### src/rtl/csc_pkg.sv
// rtl/csc_pkg.sv - shared BT.601 full-range colour-space constants and helpers
package csc_pkg;

  localparam int FRAC     = 8;
  localparam int OFFSET_C = 128;
  localparam int ROUND    = 128;

  localparam logic signed [9:0] C_RCR = 10'sd359;
  localparam logic signed [9:0] C_GCB = 10'sd88;
  localparam logic signed [9:0] C_GCR = 10'sd183;
  localparam logic signed [9:0] C_BCB = 10'sd454;

  // idx 2 -> [23:16], idx 1 -> [15:8], idx 0 -> [7:0]
  function automatic logic [7:0] pix_field(input logic [23:0] pix, input int idx);
    return pix[idx*8 +: 8];
  endfunction

  function automatic logic [7:0] sat8(input logic signed [11:0] val);
    logic [7:0] res;
    if (val < 12'sd0) begin
      res = 8'd0;
    end else if (val > 12'sd255) begin
      res = 8'd255;
    end else begin
      res = val[7:0];
    end
    return res;
  endfunction

endpackage

### src/rtl/ycbcr_sync_delay.sv
// rtl/ycbcr_sync_delay.sv - N-deep shift register for the {v,h,de} sync bundle
module ycbcr_sync_delay
  import csc_pkg::*;
#(
  parameter int W = 3,
  parameter int N = 4
) (
  input  logic         clk,
  input  logic         rst_n,
  input  logic [W-1:0] din,
  output logic [W-1:0] dout,
  output logic         de_pre
);

  logic [W-1:0] stage_d [N];
  logic [W-1:0] stage_q [N];

  always_comb begin
    stage_d[0] = din;
    for (int i = 1; i < N; i++) begin
      stage_d[i] = stage_q[i-1];
    end
  end

  always_ff @(posedge clk) begin
    if (!rst_n) begin
      for (int i = 0; i < N; i++) begin
        stage_q[i] <= '0;
      end
    end else begin
      for (int i = 0; i < N; i++) begin
        stage_q[i] <= stage_d[i];
      end
    end
  end

  assign dout = stage_q[N-1];
  // de is bit 0 of the bundle; this tap lines up with the final pixel stage input
  assign de_pre = stage_q[N-2][0];

endmodule

### src/rtl/ycbcr2rgb.sv
// rtl/ycbcr2rgb.sv - 4-stage YCbCr 4:4:4 to RGB converter with matched sync delay
// Optional YCBCR2RGB_BLANK_EN: force RGB to black whenever the delayed de is low.
module ycbcr2rgb
  import csc_pkg::*;
#(
  parameter int FRAC   = 8,
  parameter int SYNC_W = 3
) (
  input  logic        clk,
  input  logic        rst_n,
  input  logic [23:0] YCbCr,
  input  logic        in_v,
  input  logic        in_h,
  input  logic        in_de,
  output logic [23:0] RGB,
  output logic        out_v,
  output logic        out_h,
  output logic        out_de
);

`ifdef YCBCR2RGB_BLANK_EN
  localparam logic BLANK_EN = 1'b1;
`else
  localparam logic BLANK_EN = 1'b0;
`endif

  logic signed [19:0] y_term_d, y_term_q;
  logic signed [8:0]  dcb_d, dcb_q, dcr_d, dcr_q;

  logic signed [19:0] y2_d, y2_q;
  logic signed [18:0] p_rcr_d, p_rcr_q, p_gcb_d, p_gcb_q;
  logic signed [18:0] p_gcr_d, p_gcr_q, p_bcb_d, p_bcb_q;

  logic signed [19:0] sum_r_d, sum_r_q, sum_g_d, sum_g_q, sum_b_d, sum_b_q;

  logic [23:0]        rgb_d, rgb_q;
  logic [SYNC_W-1:0]  sync_out;
  logic               de_s3;

  always_comb begin
    // S1: Y scaled with rounding folded in, chroma re-centred around zero
    y_term_d = $signed({4'd0, pix_field(YCbCr, 2), 8'd0}) + 20'(ROUND);
    dcr_d    = $signed({1'b0, pix_field(YCbCr, 1)}) - 9'(OFFSET_C);
    dcb_d    = $signed({1'b0, pix_field(YCbCr, 0)}) - 9'(OFFSET_C);

    y2_d    = y_term_q;
    p_rcr_d = 19'(C_RCR) * 19'(dcr_q);
    p_gcb_d = 19'(C_GCB) * 19'(dcb_q);
    p_gcr_d = 19'(C_GCR) * 19'(dcr_q);
    p_bcb_d = 19'(C_BCB) * 19'(dcb_q);

    sum_r_d = y2_q + 20'(p_rcr_q);
    sum_g_d = y2_q - 20'(p_gcb_q) - 20'(p_gcr_q);
    sum_b_d = y2_q + 20'(p_bcb_q);

    // Output packing is {R, B, G}, matching the forward converter
    rgb_d = {sat8(12'(sum_r_q >>> FRAC)),
             sat8(12'(sum_b_q >>> FRAC)),
             sat8(12'(sum_g_q >>> FRAC))};
    if (BLANK_EN && !de_s3) begin
      rgb_d = 24'h0;
    end
  end

  always_ff @(posedge clk) begin
    if (!rst_n) begin
      y_term_q <= '0;
      dcb_q    <= '0;
      dcr_q    <= '0;
      y2_q     <= '0;
      p_rcr_q  <= '0;
      p_gcb_q  <= '0;
      p_gcr_q  <= '0;
      p_bcb_q  <= '0;
      sum_r_q  <= '0;
      sum_g_q  <= '0;
      sum_b_q  <= '0;
      rgb_q    <= '0;
    end else begin
      y_term_q <= y_term_d;
      dcb_q    <= dcb_d;
      dcr_q    <= dcr_d;
      y2_q     <= y2_d;
      p_rcr_q  <= p_rcr_d;
      p_gcb_q  <= p_gcb_d;
      p_gcr_q  <= p_gcr_d;
      p_bcb_q  <= p_bcb_d;
      sum_r_q  <= sum_r_d;
      sum_g_q  <= sum_g_d;
      sum_b_q  <= sum_b_d;
      rgb_q    <= rgb_d;
    end
  end

  ycbcr_sync_delay #(
    .W (SYNC_W),
    .N (4)
  ) u_sync_delay (
    .clk    (clk),
    .rst_n  (rst_n),
    .din    ({in_v, in_h, in_de}),
    .dout   (sync_out),
    .de_pre (de_s3)
  );

  assign RGB    = rgb_q;
  assign out_v  = sync_out[2];
  assign out_h  = sync_out[1];
  assign out_de = sync_out[0];

endmodule

### config.mk
export PLATFORM = sky130hd
export DESIGN_NAME = ycbcr2rgb
export DESIGN_NICKNAME = d
export VERILOG_FILES = /design/src/rtl/csc_pkg.sv /design/src/rtl/ycbcr_sync_delay.sv /design/src/rtl/ycbcr2rgb.sv
export SDC_FILE = /design/constraint.sdc
export NUM_CORES = 1
export LEC_CHECK = 0
export BUFFER_PORTS_ARGS = -buffer_cell sky130_fd_sc_hd__buf_4
export CORE_MARGIN = 2
export CORE_UTILIZATION = 25
export CTS_CLUSTER_SIZE = 24
export DETAILED_ROUTE_END_ITERATION = 6
export SLEW_MARGIN = 0
export SYNTH_ARGS = -nofsm -noshare
export SYNTH_HDL_FRONTEND = slang
export SYNTH_SLANG_ARGS = --single-unit
### constraint.sdc
create_clock -name clk -period 5.7 [get_ports clk]
set_input_delay 1.425 -clock clk [delete_from_list [all_inputs] [get_ports clk]]
set_output_delay 1.425 -clock clk [all_outputs]
set_load 0.02 [all_outputs]
# [Word level (Yosys, flattened, before mapping)]
# Memories as Yosys holds them, arrays and structs flattened.
# Index checks and enable logic that the tools add are counted.
[op_classes] n_addsub=7 n_mul=4 order_cmp=6 muxes=9 n_bitwise=5 n_reduce_logical=3
[op_table] cell="20-bit by 19-bit adder with 20-bit output" n=2
[op_table] cell="12-bit by 9-bit > comparator with 1-bit output, second input constant" n=3
[op_table] cell="12-bit by 1-bit less-than comparator with 1-bit output, second input constant" n=3
[op_table] cell="9-bit by 9-bit multiplier with 18-bit output, first input constant" n=2
[op_table] cell="8-bit two-way mux" n=3
[op_table] cell="20-bit by 17-bit subtractor with 20-bit output" n=1
[op_table] cell="20-bit by 18-bit subtractor with 20-bit output" n=1
[op_table] cell="10-bit by 9-bit multiplier with 19-bit output, first input constant" n=1
[op_table] cell="8-bit by 8-bit subtractor with 9-bit output, second input constant" n=2
[op_table] cell="16-bit by 8-bit adder with 17-bit output, second input constant" n=1
[op_table] cell="5-bit by 9-bit multiplier with 14-bit output, first input constant" n=1
[op_table] cell="3-bit two-way mux" n=4
[op_table] cell="2-bit OR reduction" n=3
[op_table] cell="1-bit OR" n=4
[op_table] cell="1-bit two-way mux" n=2
[op_table] cell="1-bit inverter" n=1
[totals] ff_bits=215 ramBits=12 in_bits=29 out_inout_bits=27 word_cells=51 mem_count=1
[memory_table] name="u_sync_delay.stage_q" depth=4 word_bits=3 rd=4 rd_clocked_by_memory_dff=0 wr=4 line_no="ycbcr_sync_delay.sv:16" source="logic [W-1:0] stage_q [N];"

# [Logic depth before layout (Yosys ltp)]
[depth] depth_word=2 mapped_depth=17 mapped_depth_nobuf=17

# [By module]
# From an unflattened synthesis, not the netlist that was laid out.
[hier_totals] hier_cells=1171 area_unflattened_um2=11105.7
[modules_own_cells] module="ycbcr2rgb" instances=1 cells_per_inst=1146 area_each_um2=10769.1 seq_area_each_um2=3002.9
[modules_own_cells] module="ycbcr_sync_delay" instances=1 cells_per_inst=25 area_each_um2=336.6 seq_area_each_um2=240.2

# [Worst setup path after synthesis]
# No wires, ideal clock.
[synth_path] path_kind="register to register" start="register dcr_q[7]" end="register p_rcr_q[17]" setup_ns=0.072 arrival_ns=4.279 required_ns=5.628 slack_ns=1.349 path_stages_with_launch=15 n_path_buf=0 period_less_slack_ns=4.351 cell_sequence="dfxtp_1 inv_1 ha_1 ha_1 inv_1 fa_1 fa_1 inv_1 fa_1 ha_1 or4_4 nand3_1 nand2_1 a221oi_2 mux2i_1"
[synth_between] elab_chain_len=1
[synth_lines] element="start, declared" line_no="ycbcr2rgb.sv:28" source="logic signed [8:0] dcb_d, dcb_q, dcr_d, dcr_q;"
[synth_lines] element="start signal, assigned" line_no="ycbcr2rgb.sv:82" source="dcr_q <= dcr_d;"
[synth_lines] element="10-bit by 9-bit multiplier with 19-bit output" line_no="ycbcr2rgb.sv:47" source="p_rcr_d = 19'(C_RCR) * 19'(dcr_q);"
[synth_lines] element="end signal, assigned" line_no="ycbcr2rgb.sv:84" source="p_rcr_q <= p_rcr_d;"
[synth_lines] element="end, declared" line_no="ycbcr2rgb.sv:31" source="logic signed [18:0] p_rcr_d, p_rcr_q, p_gcb_d, p_gcb_q;"
# Every way passes these cells.
# A chain may end at the register's enable or synchronous reset.

# [Final worst setup path]
[layout_path] start="register dcr_q[7]" end="register, netlist name p_gcr_q[17]"
[layout_between] elab_chain_len=1
[layout_lines] element="9-bit by 9-bit multiplier with 18-bit output" line_no="ycbcr2rgb.sv:49" source="p_gcr_d = 19'(C_GCR) * 19'(dcr_q);"
# Every way passes these cells.

==> flow_summary.yaml <==
job:
  maxCapViolCount: 0
sta:
  slew_headroom_pct: 40.8
  rsz0062_at_grt: "no"
  layout_setup_ws_ns: 0.869
  finalSetupViolCount: 0
  worst_pin_slew_ns: 0.877
  tns_ns: 0
  max_freq_ghz: 0.207
  skew_ns: 0.00925
  finalHoldViolCount: 0
  final-max-slew-violation-count: 0
  whs_ns: 0.432
  layout_min_cycle_time_ns: 4.83
  period_share_pct: 84.8
power_and_ir_drop:
  power_frac_clock_pct: 25.7
  p_leak_nw: 6.25
  p_switching_mw: 1.70
  intPower_mw: 2.74
  peakVddDrop_uv: 163
  finalPower_mw: 4.45
  switching_share_pct: 38.3
  comb_power_share_pct: 42.5
  seq_power_share_pct: 31.8
  p_per_area_nw_per_um2: 344
clock_tree:
  cts_tree: "yes"
  cts_resized: 0
  cts_buffers: 17
  clock_latency_ns: 0.44
  clock_sinks: 162
  clkTransAtPathRegs_ns: 0.07
  htree_levels: 4
  holdBufCountCts: 0
  postCtsSetupRepairBufs: 0
  cts_root_buf: "clkbuf_16"
  clockBufferDepth: 2
routing:
  drc: 0
  met3_length_microns: 905
  drt_wl_total_microns: 24400
  vias: 7988
  top_layer: "met5"
  wl_per_cell_microns: 13.1
  dr_wl_met2_microns: 11000
  via_per_inst: 4.29
  drt-pass1-iter-count: 4
  ant_nets: 0
  drtIter0Drc: 320
  wl_met1_microns: 11900
die:
  rows: 77
  die_y_microns: 216
  ioPinCount: 56
  die_x_microns: 216
  initial_core_util_pct: 25.4
  die-area_sq_um: 46800
  core_area_sq_um: 44400
global_route:
  antenna_found_initial: 1
  grt_remaining_overflow: 0
  grt_pass1_vias: 8095
  grtUsageTotal_pct: 10.9
  grt_max_degree: 85
  grt_pass1_wl_microns: 40700
layout:
  layout_common_cells: "200 x inv_1, 195 x ha_1, 162 x dfxtp_1, 69 x nor2_1, 69 x fa_1"
  finalInstanceArea_sq_um: 12900
  areaGrowthSynthToFinish_pct: 14.7
  mostFrequentLayoutCell: "inv_1"
  layout-drive-gt1-share_pct: 8.68
  fillCellCount: 4610
  fin_cells: 1860
  nNetsFinal: 1548
  n_antenna_cell: 0
  final_util_pct: 29.1
setup_path:
  arrival_ns: 5.20
  cp_slowest_stage_delay_ns: 0.76
  cp_max_fo: 14
  crit_chain: "inv_1 > ha_1 > ha_1 > inv_1 > fa_1 > fa_1 > inv_1 > fa_1 > ha_1 > a21oi_1 > nor2b_1 > nor3_1 > o31a_1 > or3_1 > a21oi_1"
  path_class: "reg -> reg"
  start_kind: "register"
  crit_slowest_cell: "dfxtp_1"
  crit_path_end_kind: "register"
  required_ns: 6.07
placement:
  portBuffers: 55
  finalWeightedCongestion: 0.877
  hpwl_microns: 19500
  place_inst: 1828
  place_area_sq_um: 12400
  pre_cts_slack_ns: 0.887
synthesis:
  ys_seq_area_share_pct: 28.8
  syn_area_per_cell_sq_um: 9.39
  async_reset_ff_share_pct: 0
  ys_ff_latch: 162
  synthCells: 1201
  synth_nets: 1494
  synthFlopType: "dfxtp_1"
  synth_edf_count: 0
  synth_area_sq_um: 11300
  synth_cell_type_count: 62
  synth-warning-count: 0
hold_path:
  hold_class: "reg -> reg"
outcome:
  status: "finished, final reports clean"
## critical path, delay by kind of cell (launching register included)
family	cells	cell delay [ns]
flops	1	0.76
simple gates	3	0.56
compound gates	3	0.52
buf+inv	3	0.34
fa+ha+maj	6	2.56
## logic make-up (layout without fill, tap and decap cells)
| group | after synthesis | count (layout) | synth area share, % |
|---|---|---|---|
| AOI/OAI and AO/OA | 206 | 206 | 12.3 |
| xor gates and xnor gates | 45 | 45 | 3.49 |
| and+or+nand+nor | 292 | 292 | 13.3 |
| adders and majority gates | 264 | 264 | 33.9 |
| muxes | 10 | 10 | 0.887 |
| buffers and inverters | 222 | 289 | 7.39 |
| DFF | 162 | 162 | 28.8 |
## final timing paths
path | startpoint | to | slack, ns | depth (start not counted)
max | dcr_q[7] | p_gcr_q[17] | 0.87 | 15
min | y2_d[13] | y2_q[13] | 0.43 | 1
max reg2reg | dcr_q[7] | p_gcr_q[17] | 0.87 | 15
min reg2reg | y2_d[13] | y2_q[13] | 0.43 | 1
## cell usage after synthesis (all sizes together) (2+ instances only)
cell	count	share of area, %
mux2i	10	0.89
nand2	51	1.7
o311ai	3	0.30
a21boi	4	0.27
or3	11	0.61
xnor2	22	1.7
nor4	3	0.17
nand3	16	0.71
ha	195	22
nand2b	6	0.33
nand4	7	0.39
inv	200	6.7
or2	9	0.50
and2	54	3.0
a21oi	54	2.4
fa	69	12
clkbuf	19	0.63
nand3b	4	0.27
xor2	23	1.8
a41oi	4	0.38
nor2	69	2.3
dfxtp	162	29
o21a	42	2.8
o21bai	7	0.47
and4b	3	0.27
o21ai	30	1.4
o211ai	5	0.33
a221oi	2	0.21
buf	2	0.067
a21o	21	1.4
nor3	34	1.5
o31ai	5	0.38
and3	5	0.29
a31oi	12	0.72
a211oi	5	0.33
a31o	3	0.23
nor3b	5	0.33
nor2b	11	0.61
## flip-flops by register name, indices dropped and copies added, names as in the netlist
| signal | flops |
|---|---|
| y2_q | 9 |
| p_gcr_q | 14 |
| p_rcr_q | 16 |
| sum_g_q | 12 |
| RGB | 24 |
| u_sync_delay.stage_q | 12 |
| p_bcb_q | 12 |
| sum_b_q | 12 |
| p_gcb_q | 14 |
| y2_d | 9 |
| dcr_q | 8 |
| dcb_q | 8 |
| sum_r_q | 12 |
## layer usage
layer  GRT usage, %  vias to the layer above
met5              0                        -
met4           3.74                        2
met3           2.54                       35
met2           17.5                      129
met1           14.4                     3722
li1               -                     4100
## cell type report
type                    count  area [sq um]  share of cell area (%)
repair buffers             56           420                    3.25
well taps                 592           741                    5.73
inverters                 201           754                    5.83
clock inverters            14           143                    1.10
flip-flops and latches    162          3240                    25.1
multi-input cells         817          7200                    55.7
clock buffers              18           429                    3.32
## power groups by stage
stage	clock network (mW)	registers, mW	logic [mW]
2_1_floorplan	0	1.46	1.38
3_5_place_dp	0	1.44	1.87
4_1_cts	1.19	1.42	1.89
3_3_place_gp	0	1.44	1.85
6_report	1.14	1.41	1.89
5_1_grt	1.23	1.43	2.15
(Power assumes the default switching activity.)
